**src/rtl/regfile_sb_if.sv**
```systemverilog
// Bus bundle between decode / writeback paths and the regfile_sb register file.
// Carries both write ports, both read ports, PC substitute and scoreboard signals.
interface regfile_sb_if #(
    parameter int DATA_W = 12,
    parameter int NREGS  = 4
);
    localparam int AW = $clog2(NREGS);
    localparam int CW = $clog2(NREGS) + 1;

    logic              we_a;
    logic [AW-1:0]     wa_a;
    logic [DATA_W-1:0] wd_a;
    logic              we_b;
    logic [AW-1:0]     wa_b;
    logic [DATA_W-1:0] wd_b;
    logic [AW-1:0]     ra1;
    logic [AW-1:0]     ra2;
    logic [DATA_W-1:0] rd1;
    logic [DATA_W-1:0] rd2;
    logic [DATA_W-1:0] pc_in;
    logic              issue_ld;
    logic [AW-1:0]     issue_dst;
    logic              busy1;
    logic              busy2;
    logic              stall;
    logic [CW-1:0]     pend_cnt;
    logic              err;

    // Load issue handshake: issue_ld is the valid, !stall is the ready; a load
    // destination is accepted only on a rising edge where both are high.
    modport master (
        output we_a, wa_a, wd_a, we_b, wa_b, wd_b, ra1, ra2, pc_in,
               issue_ld, issue_dst,
        input  rd1, rd2, busy1, busy2, stall, pend_cnt, err
    );

    modport slave (
        input  we_a, wa_a, wd_a, we_b, wa_b, wd_b, ra1, ra2, pc_in,
               issue_ld, issue_dst,
        output rd1, rd2, busy1, busy2, stall, pend_cnt, err
    );
endinterface

```
**src/rtl/regfile_sb.sv**
```systemverilog
// Two-write / two-read register file with PC-aliased top index, optional write
// bypass, and a load scoreboard that produces the decode stall.
module regfile_sb #(
    parameter int DATA_W = 12,
    parameter int NREGS  = 4,
    parameter bit BYPASS = 1'b1
) (
    input  logic        clk,
    input  logic        reset,
    regfile_sb_if.slave bus
);
    localparam int AW = $clog2(NREGS);
    localparam int CW = $clog2(NREGS) + 1;
    localparam int NS = NREGS - 1;
    localparam logic [AW-1:0] PC_IDX = AW'(NREGS - 1);

    logic [DATA_W-1:0] regs_q [NS];
    logic [DATA_W-1:0] regs_d [NS];
    logic [NS-1:0]     pend_q;
    logic [NS-1:0]     pend_d;
    logic [CW-1:0]     cnt_q;
    logic [CW-1:0]     cnt_d;
    logic              err_q;
    logic              err_d;

    logic [DATA_W-1:0] arr1;
    logic [DATA_W-1:0] arr2;
    logic              busy1;
    logic              busy2;
    logic              stall;
    logic              issue_ok;

    function automatic logic is_stored(input logic [AW-1:0] a);
        return int'(a) < NS;
    endfunction

    // Out-of-range and PC indices read as not pending.
    function automatic logic pend_at(input logic [NS-1:0] p, input logic [AW-1:0] a);
        logic r;
        r = 1'b0;
        for (int i = 0; i < NS; i++) begin
            if (a == AW'(i)) r = p[i];
        end
        return r;
    endfunction

    function automatic logic [DATA_W-1:0] read_port(
        input logic [AW-1:0]     ra,
        input logic [DATA_W-1:0] arr,
        input logic [DATA_W-1:0] pc,
        input logic              wea,
        input logic [AW-1:0]     waa,
        input logic [DATA_W-1:0] wda,
        input logic              web,
        input logic [AW-1:0]     wab,
        input logic [DATA_W-1:0] wdb
    );
        logic [DATA_W-1:0] r;
        if (ra == PC_IDX)                 r = pc;
        else if (BYPASS && wea && waa == ra) r = wda;
        else if (BYPASS && web && wab == ra) r = wdb;
        else                              r = arr;
        return r;
    endfunction

    always_comb begin
        arr1 = '0;
        arr2 = '0;
        for (int i = 0; i < NS; i++) begin
            if (bus.ra1 == AW'(i)) arr1 = regs_q[i];
            if (bus.ra2 == AW'(i)) arr2 = regs_q[i];
        end
    end

    assign bus.rd1 = read_port(bus.ra1, arr1, bus.pc_in, bus.we_a, bus.wa_a, bus.wd_a,
                               bus.we_b, bus.wa_b, bus.wd_b);
    assign bus.rd2 = read_port(bus.ra2, arr2, bus.pc_in, bus.we_a, bus.wa_a, bus.wd_a,
                               bus.we_b, bus.wa_b, bus.wd_b);

    // A load return arriving this cycle satisfies the reader only when it is forwarded.
    assign busy1 = pend_at(pend_q, bus.ra1) && !(BYPASS && bus.we_b && bus.wa_b == bus.ra1);
    assign busy2 = pend_at(pend_q, bus.ra2) && !(BYPASS && bus.we_b && bus.wa_b == bus.ra2);
    assign stall = busy1 || busy2 || (bus.issue_ld && pend_at(pend_q, bus.issue_dst));
    assign issue_ok = bus.issue_ld && !stall;

    assign bus.busy1    = busy1;
    assign bus.busy2    = busy2;
    assign bus.stall    = stall;
    assign bus.pend_cnt = cnt_q;
    assign bus.err      = err_q;

    always_comb begin
        regs_d = regs_q;
        pend_d = pend_q;
        for (int i = 0; i < NS; i++) begin
            // Port A applied last so it wins an address collision.
            if (bus.we_b && bus.wa_b == AW'(i)) regs_d[i] = bus.wd_b;
            if (bus.we_a && bus.wa_a == AW'(i)) regs_d[i] = bus.wd_a;
            // Set after clear so a same-cycle reissue keeps the bit pending.
            if (bus.we_b && bus.wa_b == AW'(i)) pend_d[i] = 1'b0;
            if (issue_ok && bus.issue_dst == AW'(i)) pend_d[i] = 1'b1;
        end
    end

    always_comb begin
        cnt_d = '0;
        for (int i = 0; i < NS; i++) begin
            cnt_d = cnt_d + CW'(pend_d[i]);
        end
    end

    always_comb begin
        err_d = err_q;
        if (bus.we_b && is_stored(bus.wa_b) && !pend_at(pend_q, bus.wa_b)) err_d = 1'b1;
        if (bus.we_a && pend_at(pend_q, bus.wa_a))                         err_d = 1'b1;
    end

    always_ff @(posedge clk or posedge reset) begin
        if (reset) begin
            for (int i = 0; i < NS; i++) begin
                regs_q[i] <= '0;
            end
            pend_q <= '0;
            cnt_q  <= '0;
            err_q  <= 1'b0;
        end else begin
            regs_q <= regs_d;
            pend_q <= pend_d;
            cnt_q  <= cnt_d;
            err_q  <= err_d;
        end
    end
endmodule

```
**src/flat_wrapper.sv**
```systemverilog
// flat-port wrapper written by rule: the top's interface ports become plain ports
module regfile_sb_flat 
#(
    parameter int DATA_W = 12,
    parameter int NREGS  = 4,
    parameter bit BYPASS = 1'b1
)
  (clk, reset, bus_we_a, bus_wa_a, bus_wd_a, bus_we_b, bus_wa_b, bus_wd_b, bus_ra1, bus_ra2, bus_pc_in, bus_issue_ld, bus_issue_dst, bus_rd1, bus_rd2, bus_busy1, bus_busy2, bus_stall, bus_pend_cnt, bus_err);
  regfile_sb_if #(.DATA_W(DATA_W), .NREGS(NREGS)) bus_i ();
  input  logic clk;
  input  logic reset;
  input wire logic [$bits(bus_i.we_a)-1:0] bus_we_a;
  input wire logic [$bits(bus_i.wa_a)-1:0] bus_wa_a;
  input wire logic [$bits(bus_i.wd_a)-1:0] bus_wd_a;
  input wire logic [$bits(bus_i.we_b)-1:0] bus_we_b;
  input wire logic [$bits(bus_i.wa_b)-1:0] bus_wa_b;
  input wire logic [$bits(bus_i.wd_b)-1:0] bus_wd_b;
  input wire logic [$bits(bus_i.ra1)-1:0] bus_ra1;
  input wire logic [$bits(bus_i.ra2)-1:0] bus_ra2;
  input wire logic [$bits(bus_i.pc_in)-1:0] bus_pc_in;
  input wire logic [$bits(bus_i.issue_ld)-1:0] bus_issue_ld;
  input wire logic [$bits(bus_i.issue_dst)-1:0] bus_issue_dst;
  output wire logic [$bits(bus_i.rd1)-1:0] bus_rd1;
  output wire logic [$bits(bus_i.rd2)-1:0] bus_rd2;
  output wire logic [$bits(bus_i.busy1)-1:0] bus_busy1;
  output wire logic [$bits(bus_i.busy2)-1:0] bus_busy2;
  output wire logic [$bits(bus_i.stall)-1:0] bus_stall;
  output wire logic [$bits(bus_i.pend_cnt)-1:0] bus_pend_cnt;
  output wire logic [$bits(bus_i.err)-1:0] bus_err;
  assign bus_i.we_a = bus_we_a;
  assign bus_i.wa_a = bus_wa_a;
  assign bus_i.wd_a = bus_wd_a;
  assign bus_i.we_b = bus_we_b;
  assign bus_i.wa_b = bus_wa_b;
  assign bus_i.wd_b = bus_wd_b;
  assign bus_i.ra1 = bus_ra1;
  assign bus_i.ra2 = bus_ra2;
  assign bus_i.pc_in = bus_pc_in;
  assign bus_i.issue_ld = bus_issue_ld;
  assign bus_i.issue_dst = bus_issue_dst;
  assign bus_rd1 = bus_i.rd1;
  assign bus_rd2 = bus_i.rd2;
  assign bus_busy1 = bus_i.busy1;
  assign bus_busy2 = bus_i.busy2;
  assign bus_stall = bus_i.stall;
  assign bus_pend_cnt = bus_i.pend_cnt;
  assign bus_err = bus_i.err;
  regfile_sb #(.DATA_W(DATA_W), .NREGS(NREGS), .BYPASS(BYPASS)) u_core (.clk(clk), .reset(reset), .bus(bus_i));
endmodule
```
**config.mk**
```make
export PLATFORM = sky130hd
export DESIGN_NAME = regfile_sb_flat
export DESIGN_NICKNAME = d
export VERILOG_FILES = /design/src/rtl/regfile_sb_if.sv /design/src/rtl/regfile_sb.sv /design/src/flat_wrapper.sv
export SDC_FILE = /design/constraint.sdc
export NUM_CORES = 1
export LEC_CHECK = 0
export BUFFER_PORTS_ARGS = -buffer_cell sky130_fd_sc_hd__buf_4
export CELL_PAD_IN_SITES_DETAIL_PLACEMENT = 0
export CELL_PAD_IN_SITES_GLOBAL_PLACEMENT = 1
export CORE_MARGIN = 3
export CORE_UTILIZATION = 25
export DETAILED_ROUTE_END_ITERATION = 10
export PLACE_DENSITY_LB_ADDON = 0.08
export SLEW_MARGIN = 20
export SYNTH_ARGS = -nofsm -noshare
export SYNTH_HDL_FRONTEND = slang
export SYNTH_SLANG_ARGS = --single-unit
```
**constraint.sdc**
```tcl
create_clock -name clk -period 2.3 [get_ports clk]
set_input_delay 0.46 -clock clk [delete_from_list [all_inputs] [get_ports clk]]
set_output_delay 0.46 -clock clk [all_outputs]
set_load 0.02 [all_outputs]
```
==> out/metrics.csv, run 1 <==
metric;value;unit
Wirelength per Cell;21.3;um
ordered cell list for the critical path;buf_4, buf_4, buf_4, mux2i_1, o2bb2ai_1, mux2i_1, o21ai_1, buf_4;
critical-path maximum fanout;7;
Skew-Pair Late Insertion Delay;290;ps
number of nets in the layout;529;
count of distinct cell types in the synthesized netlist;40;
most frequent cell on the critical path;sky130_fd_sc_hd__buf_4;
total CTS buffers;5;
share of final-layout standard cells stronger than drive strength 1;32.0;%
fraction of power consumed by sequential logic;31.8;%
number of setup violations in the final report;0;
number of antenna violations at the first check in global routing;0;
Power Density;683;mW/mm2
htree depth;2;
final total power;3.23;mW
peak clock frequency supported by timing;0.453;GHz
Die X-Extent;125;um
Layout Skew;2.74;ps
DRC viols;0;
leading post-synthesis cells by cell area;sky130_fd_sc_hd__dfrtp_1 30%, sky130_fd_sc_hd__mux2i_1 25%, sky130_fd_sc_hd__o2bb2ai_1 6.4%;
net switching component of the power;1.16;mW
transition time of the tightest slew-check pin;646;ps
weighted congestion reported at the end of routability-driven placement;0.822;
first-pass GRT wire length;20700;um
number of primary I/O pins;82;
part of the total power dissipated in the clock network;26.8;%
switching share of total power;36.1;%
largest area contributor in the synthesized netlist;sky130_fd_sc_hd__dfrtp_1;
vias;3428;
DP Wirelength;10200;um
maximum vdd ir drop;0.324;mV
HP Class;in2async;
Die Span Y;125;um
simple logic cell fraction of the synthesized area;9.46;%
total die area;0.0156;mm2
buffers added on ports;81;
Crit path largest cell delay;250;ps
clock edge transition at the registers on the reported setup and hold paths;70;ps
post-route non-filler standard cell count;651;
post-synth net total;432;
number of diodes added for antenna fixing;0;
core occupancy in the finished layout;34.8;%
combinational power share;41.4;%
Hold Buf Count CTS;0;
Antenna Nets Post-Route;0;
parity-gate share of the synthesized area counting xor and xnor cells;1.48;%
final cycle utilization of the critical path;96.1;%
Synth Cell Area;0.00355;mm2
most frequent standard cell in the layout excluding fill and tap cells;sky130_fd_sc_hd__buf_4;
unrepaired setup endpoints after global routing;no;
cell count after placement;642;
number of max-slew violations in the final report;0;
combinational family with the most area after synthesis;compound AO/OA/AOI/OAI gates;
violation count after the first detailed-routing iteration;175;
count of max-cap constraint violations;0;
standard cell core area;0.0136;mm2
relative slew slack;56.7;%
final hold slack;183;ps
count of mapped cells out of synthesis;377;
sequential cell area fraction in the yosys report;30.3;%
Pleak;2.25;nW
master of the slowest instance on the critical path;sky130_fd_sc_hd__mux2i_1;
Adder-Cell Fraction of Synth Area;1.62;%
critical path arrival;1750;ps
GR Overflow Total;0;
TritonCTS clock tree;done;
mean cell area of the mapped netlist;9.41;um2
effective utilization at floorplan;26.2;%
required time of the critical path;1840;ps
number of synthesized flops with an enable pin;0;
maximum clock path buffer count;2;
sequential cell area in the final layout;0.00108;mm2
outcome;complete, no violations;
via count normalized by instance count;5.27;
critical path start-end classification;in2out;
top_reg_cell synth;sky130_fd_sc_hd__dfrtp_1;
fraction of the mapped netlist area in compound gates;24.9;%
area of the multi-input gates;0.00224;mm2
clock period minus worst slack;2210;ps
share of synthesized area spent on multiplexers;24.8;%
final hold violation count;0;
critical path endpoint category;output port;
Synth-to-Final Area Change;33.2;%
number of iterations in the first detailed-routing pass;5;
buffer type at the clock tree root;sky130_fd_sc_hd__clkbuf_16;
element type at the critical path start;primary input;
share of synthesized flip-flops with an asynchronous set or reset;100;%
pin count of the biggest net entering global routing;24;
number of global-route vias before repair;3427;
share of the synthesized area in the top cell type;30.3;%
commonest cells after routing, fill and taps aside;124 x sky130_fd_sc_hd__buf_4, 88 x sky130_fd_sc_hd__mux2i_1, 43 x sky130_fd_sc_hd__dfrtp_1;
internal cell power;2.06;mW
total global routing track utilization;17.3;%
total number of yosys warnings;0;
flip-flop and latch count after synthesis;43;
Total Wirelength;13900;um
number of rows in the core area;42;
number of inserted filler cells in the final layout;1409;
Sink Count;43;
final timing paths:
| check | start | to | cells after the start | slack [ps] |
|---|---|---|---|---|
| hold / removal | reset | u_core.bus.pend_cnt[0] | 2 | 180 |
| setup / recovery | bus_ra2[0] | bus_rd2[2] | 8 | 90 |
| setup reg to reg | u_core.pend_q[1] | u_core.bus.pend_cnt[2] | 7 | 330 |
| max in group asynchronous | reset | u_core.regs_q[5] | 3 | 1600 |
| hold reg to reg | u_core.bus.err | u_core.bus.err | 2 | 510 |
| min in group clk | bus_wd_a[9] | u_core.regs_q[33] | 3 | 420 |
power groups by stage:
stage,clock (mW),combinational (mW),sequential (mW)
floorplan,0,0.782,1.02
global placement,0,1.33,1.04
detailed placement,0,1.33,1.04
CTS,0.891,1.34,1.03
global route,0.928,1.46,1.04
finish,0.863,1.34,1.03
metal layers:
layer | vias to the layer above | track usage (%) | share of wire [%] | wire (um)
met2 | 131 | 26.9 | 44 | 6070
met1 | 1658 | 24.3 | 48 | 6620
met4 | 0 | 4.85 | 2.1 | 296
met3 | 18 | 3.88 | 6.5 | 897
met5 | - | 0 | 0 | 0
li1 | 1621 | - | - | -
synthesized netlist by cell type, drive strengths merged, types with 2 or more instances:
cell type / n
nor2: 4
dfrtp: 43
nor3: 2
a32o: 2
and2: 4
clkbuf: 11
a22oi: 4
mux2i: 88
a21oi: 3
nor3b: 2
nor2b: 3
nand2: 38
o2bb2ai: 26
a22o: 3
nand3b: 3
nand3: 2
nor4bb: 2
xnor2: 6
ha: 3
inv: 4
buf: 27
o21ai: 66
a32oi: 24
worst max-delay path, delay by kind of cell:
| family | cells | cell delay, ps |
|---|---|---|
| muxes | 2 | 420 |
| AOI/OAI and AO/OA | 2 | 180 |
| buffers and inverters | 4 | 680 |
through the flow:
step	cell area, um2	worst slack, ps	TNS, ps
final	4720	90.8	0
after global placement	4510	-180	-1430
after floorplan	3550	158	0
after global routing	4720	4.87	0
after detailed placement	4510	-196	-1500
after CTS	4690	5.77	0
repair_timing:
action / in CTS / in global routing
gates resized for setup: 3 / 8
setup endpoints to repair: 17 / 11
buffers inserted: 0 / 1
pin swaps: 0 / 1
cell families after synthesis:
family                     count (synthesis)
muxes                                     88
DFF                                       43
and+or+nand+nor                           64
adders and majority gates                  4
AOI/OAI and AO/OA                        130
buffers and inverters                     42
xor gates and xnor gates                   6
flip-flops by register name, indices dropped and copies added, names as in the netlist:
register / flops
u_core.bus.err: 1
u_core.bus.pend_cnt: 3
u_core.pend_q: 3
u_core.regs_q: 36
area by class of cell:
cell class / count / share of cell area, %
clock buffer: 6 / 2.94
clock inverter: 2 / 0.742
inverter: 4 / 0.318
multi-input combinational: 292 / 47.4
sequential: 43 / 22.8
tap: 176 / 4.66
timing repair buffer: 128 / 21.2
No activity file was read; power rests on OpenSTA's default activity.
==> run 2, diff against run 1 <==
--- a/config.mk
+++ b/config.mk
@@ -12,6 +12,7 @@
 export CORE_UTILIZATION = 25
 export DETAILED_ROUTE_END_ITERATION = 10
 export PLACE_DENSITY_LB_ADDON = 0.08
+export REMOVE_ABC_BUFFERS = 1
 export SLEW_MARGIN = 20
 export SYNTH_ARGS = -nofsm -noshare
 export SYNTH_HDL_FRONTEND = slang
==> run 2 against run 1 <==
Register-to-register slack lost 90 ps; count of clock-buffer cells in the layout unchanged; wire length up 3.8%; worst hold slack worse by 130 ps; first-iteration DRC count rose by 52%; critical path depth unchanged; via count fell by 0.96%; critical path type unchanged; sequential power barely moved; design area fell by 0.69%.
==> out/metrics.csv, run 2 (synthesized netlist as in run 1, its figures left out) <==
metric;value;unit;change
outcome;complete, no violations;;
number of iterations in the first detailed-routing pass;5;;unchanged
Crit path largest cell delay;250;ps;about the same
largest register by flop count;u_core.regs_q;;
htree depth;2;;unchanged
max FFs per register;36;;unchanged
Crit. Startpoint;bus_ra1[1];;
critical-path maximum fanout;9;;+2
Worst Reg-to-Reg Cells;6;;-1
element type at the critical path start;primary input;;
buffer type at the clock tree root;sky130_fd_sc_hd__clkbuf_16;;
weighted congestion reported at the end of routability-driven placement;0.803;;-2.4%
critical path endpoint category;output port;;
Crit path buffers/inverters;4;;unchanged
setup slack of the most critical reg-to-reg path;240;ps;-90 ps
vias;3395;;-0.96%
final hold violation count;0;;unchanged
part of the total power dissipated in the clock network;23.7;%;-3.1 points
effective utilization at floorplan;26.2;%;unchanged
TritonCTS clock tree;done;;
Pleak;2.25;nW;+0.17%
Die X-Extent;125;um;unchanged
final cycle utilization of the critical path;95.8;%;-0.24 points
Fin Setup TNS;0;ps;unchanged
transition time of the tightest slew-check pin;452;ps;-193 ps
peak clock frequency supported by timing;0.454;GHz;+0.26%
FF-to-FF End;u_core.bus.pend_cnt[2];;
Wirelength per Cell;22.1;um;+3.4%
unrepaired setup endpoints after global routing;no;;
internal cell power;1.94;mW;-6.1%
standard cell core area;0.0136;mm2;unchanged
Layout Skew;0.424;ps;-2.31 ps
number of max-slew violations in the final report;0;;unchanged
HP Class;in2async;;
Skew-Pair Late Insertion Delay;290;ps;about the same
net switching component of the power;1.16;mW;-0.53%
total global routing track utilization;18.2;%;+0.86 points
ordered cell list for the critical path;buf_4, buf_4, nor3_1, a21oi_1, o21ai_1, buf_4, o21ai_1, buf_4;;
critical path arrival;1740;ps;about the same
commonest cells after routing, fill and taps aside;126 x sky130_fd_sc_hd__buf_4, 88 x sky130_fd_sc_hd__mux2i_1, 43 x sky130_fd_sc_hd__dfrtp_1;;
number of nets in the layout;532;;+0.57%
clock edge transition at the registers on the reported setup and hold paths;60;ps;about the same
most frequent standard cell in the layout excluding fill and tap cells;sky130_fd_sc_hd__buf_4;;
via count normalized by instance count;5.20;;-1.3%
origin of the critical flop-to-flop path;u_core.pend_q[0];;
fraction of power consumed by sequential logic;33.3;%;+1.5 points
required time of the critical path;1840;ps;about the same
Synth-to-Final Area Change;32.3;%;
DRC viols;0;;unchanged
number of rows in the core area;42;;unchanged
violation count after the first detailed-routing iteration;266;;+52%
Hold Buf Count CTS;0;;unchanged
post-route non-filler standard cell count;653;;+0.31%
share of final-layout standard cells stronger than drive strength 1;32.1;%;+0.075 points
combinational power share;42.9;%;+1.5 points
number of setup violations in the final report;0;;unchanged
Antenna Nets Post-Route;0;;unchanged
GR Overflow Total;0;;unchanged
DP Wirelength;10300;um;+1.6%
critical path start-end classification;in2out;;
number of diodes added for antenna fixing;0;;unchanged
clock period minus worst slack;2200;ps;-5.63 ps
pin count of the biggest net entering global routing;25;;+4.2%
Total Wirelength;14400;um;+3.8%
buffers added on ports;81;;unchanged
master of the slowest instance on the critical path;sky130_fd_sc_hd__buf_4;;
relative slew slack;69.4;%;+13 points
first-pass GRT wire length;22100;um;+6.6%
count of max-cap constraint violations;0;;unchanged
total CTS buffers;5;;unchanged
number of antenna violations at the first check in global routing;0;;unchanged
total die area;0.0156;mm2;unchanged
number of primary I/O pins;82;;unchanged
Power Density;660;mW/mm2;-3.4%
most frequent cell on the critical path;sky130_fd_sc_hd__buf_4;;
Sink Count;43;;unchanged
maximum clock path buffer count;2;;unchanged
number of global-route vias before repair;3532;;+3.1%
family of cells with the greatest summed delay on the critical path;buffers and inverters;;
maximum vdd ir drop;0.250;mV;-23%
final hold slack;53.1;ps;-130 ps
buffers inserted during post-CTS setup optimization;0;;unchanged
Die Span Y;125;um;unchanged
cell count after placement;647;;+0.78%
switching share of total power;37.4;%;+1.3 points
## run 2: layer usage
metal / vias up / global-route usage (%) / routed length, um
met1: 1647 / 25.6 / 6980
met3: 14 / 3.20 / 664
met2: 109 / 29.1 / 6580
li1: 1625 / - / -
met4: 0 / 4.40 / 178
met5: - / 0 / 0
## run 2: power groups by stage
stage	clock, mW	combinational (mW)	sequential (mW)
global route	0.790	1.46	1.05
floorplan	0	0.677	1.05
detailed placement	0	1.32	1.05
finish	0.735	1.33	1.03
CTS	0.762	1.33	1.03
global placement	0	1.32	1.04
## run 2: how the worst max path moves through the flow
stage          slack (ps)  cells after the start          to
6_report              100                      8  bus_rd1[6]
5_1_grt                10                      8  bus_rd1[7]
4_1_cts                 8                      6  bus_rd2[1]
3_5_place_dp         -100                      6  bus_rd1[3]
3_3_place_gp          -80                      6  bus_rd2[1]
2_1_floorplan          10                      4  bus_rd1[0]
## run 2: through the flow
| stage | total power, mW | instance area (um2) | setup WS, ps | util [%] |
|---|---|---|---|---|
| floorplan | 1.72 | 3300 | 15.0 | - |
| global placement | 2.36 | 4520 | -79.5 | 33.4 |
| detailed placement | 2.37 | 4520 | -103 | 33.4 |
| CTS | 3.12 | 4670 | 7.91 | 34.5 |
| global route | 3.30 | 4690 | 10.3 | 34.6 |
| finish | 3.10 | 4690 | 96.5 | 34.6 |
## run 2: final cells by class
type                    instances  area, um2
fillers                      1439       8870
multi-input cells             292       2230
flip-flops and latches         43       1080
repair buffers                131       1010
well taps                     176        220
clock buffers                   6        139
inverters                       4       15.0
clock inverters                 1       5.00
## run 2: repair_timing
| action | in CTS | in global routing |
|---|---|---|
| pin swaps | 0 | 3 |
| gates resized for setup | 3 | 9 |
| setup endpoints to repair | 24 | 18 |
## run 2: worst reg2reg max path, stage by stage (launching register included)
cell	delay, ps
sky130_fd_sc_hd__dfrtp_1	410
sky130_fd_sc_hd__buf_4	170
sky130_fd_sc_hd__nor4b_1	460
sky130_fd_sc_hd__a22o_1	260
sky130_fd_sc_hd__ha_1	250
sky130_fd_sc_hd__ha_1	200
sky130_fd_sc_hd__ha_1	190
==> run 3, diff against run 2 <==
--- a/config.mk
+++ b/config.mk
@@ -5,12 +5,12 @@
 export SDC_FILE = /design/constraint.sdc
 export NUM_CORES = 1
 export LEC_CHECK = 0
-export BUFFER_PORTS_ARGS = -buffer_cell sky130_fd_sc_hd__buf_4
 export CELL_PAD_IN_SITES_DETAIL_PLACEMENT = 0
 export CELL_PAD_IN_SITES_GLOBAL_PLACEMENT = 1
 export CORE_MARGIN = 3
 export CORE_UTILIZATION = 25
 export DETAILED_ROUTE_END_ITERATION = 10
+export DONT_BUFFER_PORTS = 1
 export PLACE_DENSITY_LB_ADDON = 0.08
 export REMOVE_ABC_BUFFERS = 1
 export SLEW_MARGIN = 20
==> run 3 against run 2 <==
Cell count fell by 11%; critical path depth decreased by 2; fmax up 4.6%; non-clock buffer count down 75; via count fell by 9.0%.
==> out/metrics.csv, run 3 (synthesized netlist as in run 1, its figures left out) <==
metric;value;unit;change
outcome;complete, no violations;;
maximum clock path buffer count;2;;unchanged
HP Class;in2async;;
met1 Use GR;22.5;%;-3.1 points
cell count after placement;571;;-12%
area of the multi-input gates;0.00221;mm2;-0.62%
final hold violation count;0;;unchanged
combinational power share;34.9;%;-8.0 points
DRC viols;0;;unchanged
clock edge transition at the registers on the reported setup and hold paths;70;ps;about the same
number of rows in the core area;42;;unchanged
Sink Count;43;;unchanged
most frequent cell on the critical path;sky130_fd_sc_hd__o21ai_1;;
core occupancy in the finished layout;30.5;%;-4.1 points
Resize count post-CTS;1;;-2
relative slew slack;61.9;%;-7.6 points
htree depth;2;;unchanged
Synth-to-Final Area Change;16.5;%;
critical path arrival;1650;ps;-90 ps
Die Span Y;125;um;unchanged
number of nets in the layout;457;;-14%
met2 layer usage reported by global route;26.8;%;-2.3 points
commonest cells after routing, fill and taps aside;88 x sky130_fd_sc_hd__mux2i_1, 55 x sky130_fd_sc_hd__buf_4, 43 x sky130_fd_sc_hd__dfrtp_1;;
share of final-layout standard cells stronger than drive strength 1;18.9;%;-13 points
Wirelength per Cell;22.6;um;+2.2%
Hold Buf Count CTS;0;;unchanged
TritonCTS clock tree;done;;
placed cell areas;0.00395;mm2;-13%
transition time of the tightest slew-check pin;571;ps;+119 ps
part of the total power dissipated in the clock network;29.1;%;+5.4 points
ordered cell list for the critical path;and3b_1, o21ai_1, o21ai_1, buf_4, o21ai_1, buf_4;;
switching share of total power;34.7;%;-2.6 points
DP Wirelength;9500;um;-8.0%
element type at the critical path start;primary input;;
number of antenna violations at the first check in global routing;0;;unchanged
first-pass GRT wire length;20400;um;-7.7%
post-route cell area;0.00413;mm2;-12%
max FFs per register;36;;unchanged
peak clock frequency supported by timing;0.475;GHz;+4.6%
number of diodes added for antenna fixing;0;;unchanged
count of max-cap constraint violations;0;;unchanged
GRT Max-Usage Layer;met2;;
number of iterations in the first detailed-routing pass;5;;unchanged
number of max-slew violations in the final report;0;;unchanged
buffers added on ports;0;;-100%
buffers inserted during post-CTS setup optimization;0;;unchanged
Post-Place Worst Slack;-66.5;ps;+36.4 ps
critical path endpoint category;output port;;
critical-path maximum fanout;10;;+1
Skew-Pair Late Insertion Delay;290;ps;about the same
critical path start-end classification;in2out;;
Crit path largest cell delay;350;ps;+100 ps
required time of the critical path;1840;ps;about the same
number of primary I/O pins;82;;unchanged
most frequent standard cell in the layout excluding fill and tap cells;sky130_fd_sc_hd__mux2i_1;;
buffer type at the clock tree root;sky130_fd_sc_hd__clkbuf_16;;
unrepaired setup endpoints after global routing;no;;
number of setup violations in the final report;0;;unchanged
clock period minus worst slack;2110;ps;-97.7 ps
GR Overflow Total;0;;unchanged
internal cell power;1.92;mW;-1.1%
met3 usage in global routing;3.54;%;+0.34 points
net switching component of the power;1.02;mW;-12%
Antenna Nets Post-Route;0;;unchanged
total global routing track utilization;16.6;%;-1.6 points
vias;3088;;-9.0%
pin count of the biggest net entering global routing;27;;+8.0%
standard cell core area;0.0136;mm2;unchanged
Power Density;711;mW/mm2;+7.8%
number of global-route vias before repair;3319;;-6.0%
master of the slowest instance on the critical path;sky130_fd_sc_hd__and3b_1;;
post-route non-filler standard cell count;579;;-11%
effective utilization at floorplan;26.2;%;unchanged
family of cells with the greatest summed delay on the critical path;compound AO/OA/AOI/OAI gates;;
final total power;2.94;mW;-5.1%
weighted congestion reported at the end of routability-driven placement;0.764;;-4.9%
final cycle utilization of the critical path;91.6;%;-4.2 points
Total Wirelength;13100;um;-9.4%
final setup slack of the worst path;194;ps;+97.7 ps
total die area;0.0156;mm2;unchanged
sequential cell area in the final layout;0.00108;mm2;unchanged
total CTS buffers;5;;unchanged
via count normalized by instance count;5.33;;+2.6%
number of inserted filler cells in the final layout;1429;;-0.69%
Die X-Extent;125;um;unchanged
largest register by flop count;u_core.regs_q;;
Crit path buffers/inverters;2;;-2
fraction of power consumed by sequential logic;36.0;%;+2.7 points
Layout Skew;5.34;ps;+4.91 ps
Pleak;1.89;nW;-16%
maximum vdd ir drop;0.233;mV;-7.0%
violation count after the first detailed-routing iteration;129;;-52%
[run 3: cell types whose count changed in the layout (fill, tap and decap cells not counted), sizes merged]
cell and delta:
buf -75, bufinv +1, inv +1, clkinv -1
[run 3: stage by stage]
step | setup TNS (ps) | hold slack [ps]
floorplan | 0 | 536
global placement | -22.2 | 442
detailed placement | -131 | 429
CTS | 0 | 129
global route | 0 | 143
finish | 0 | 114
[run 3: power by group through the flow]
| stage | Sequential [mW] | Clock [mW] | Combinational [mW] |
|---|---|---|---|
| floorplan | 1.05 | 0 | 0.677 |
| global placement | 1.07 | 0 | 1.02 |
| detailed placement | 1.07 | 0 | 1.03 |
| CTS | 1.06 | 0.876 | 1.03 |
| global route | 1.08 | 0.904 | 1.14 |
| finish | 1.06 | 0.855 | 1.02 |
[run 3: cell type report]
type / instances / area share [%]
Sequential cell: 43 / 26.1
Clock buffer: 6 / 3.36
Multi-Input combinational cell: 292 / 53.6
Clock inverter: 2 / 0.848
Inverter: 4 / 0.364
Timing Repair Buffer: 56 / 10.5
Tap cell: 176 / 5.33
[run 3: worst paths after layout]
kind	start	to	slack (ps)	depth (start not counted)
max	bus_wa_a[0]	bus_rd1[1]	190	6
min	reset	u_core.bus.pend_cnt[2]	110	1
max reg2reg	u_core.pend_q[0]	u_core.bus.pend_cnt[2]	220	7
min reg2reg	u_core.regs_q[24]	u_core.regs_q[24]	600	2
max in group asynchronous	reset	u_core.regs_q[9]	1650	2
min in group clk	bus_wd_a[7]	u_core.regs_q[19]	290	2
[run 3: per-layer routing]
layer | vias to the layer above | part of all wire (%)
li1 | 1477 | -
met1 | 1486 | 48
met2 | 108 | 45
met3 | 17 | 5.8
met4 | 0 | 1.8
met5 | - | 0
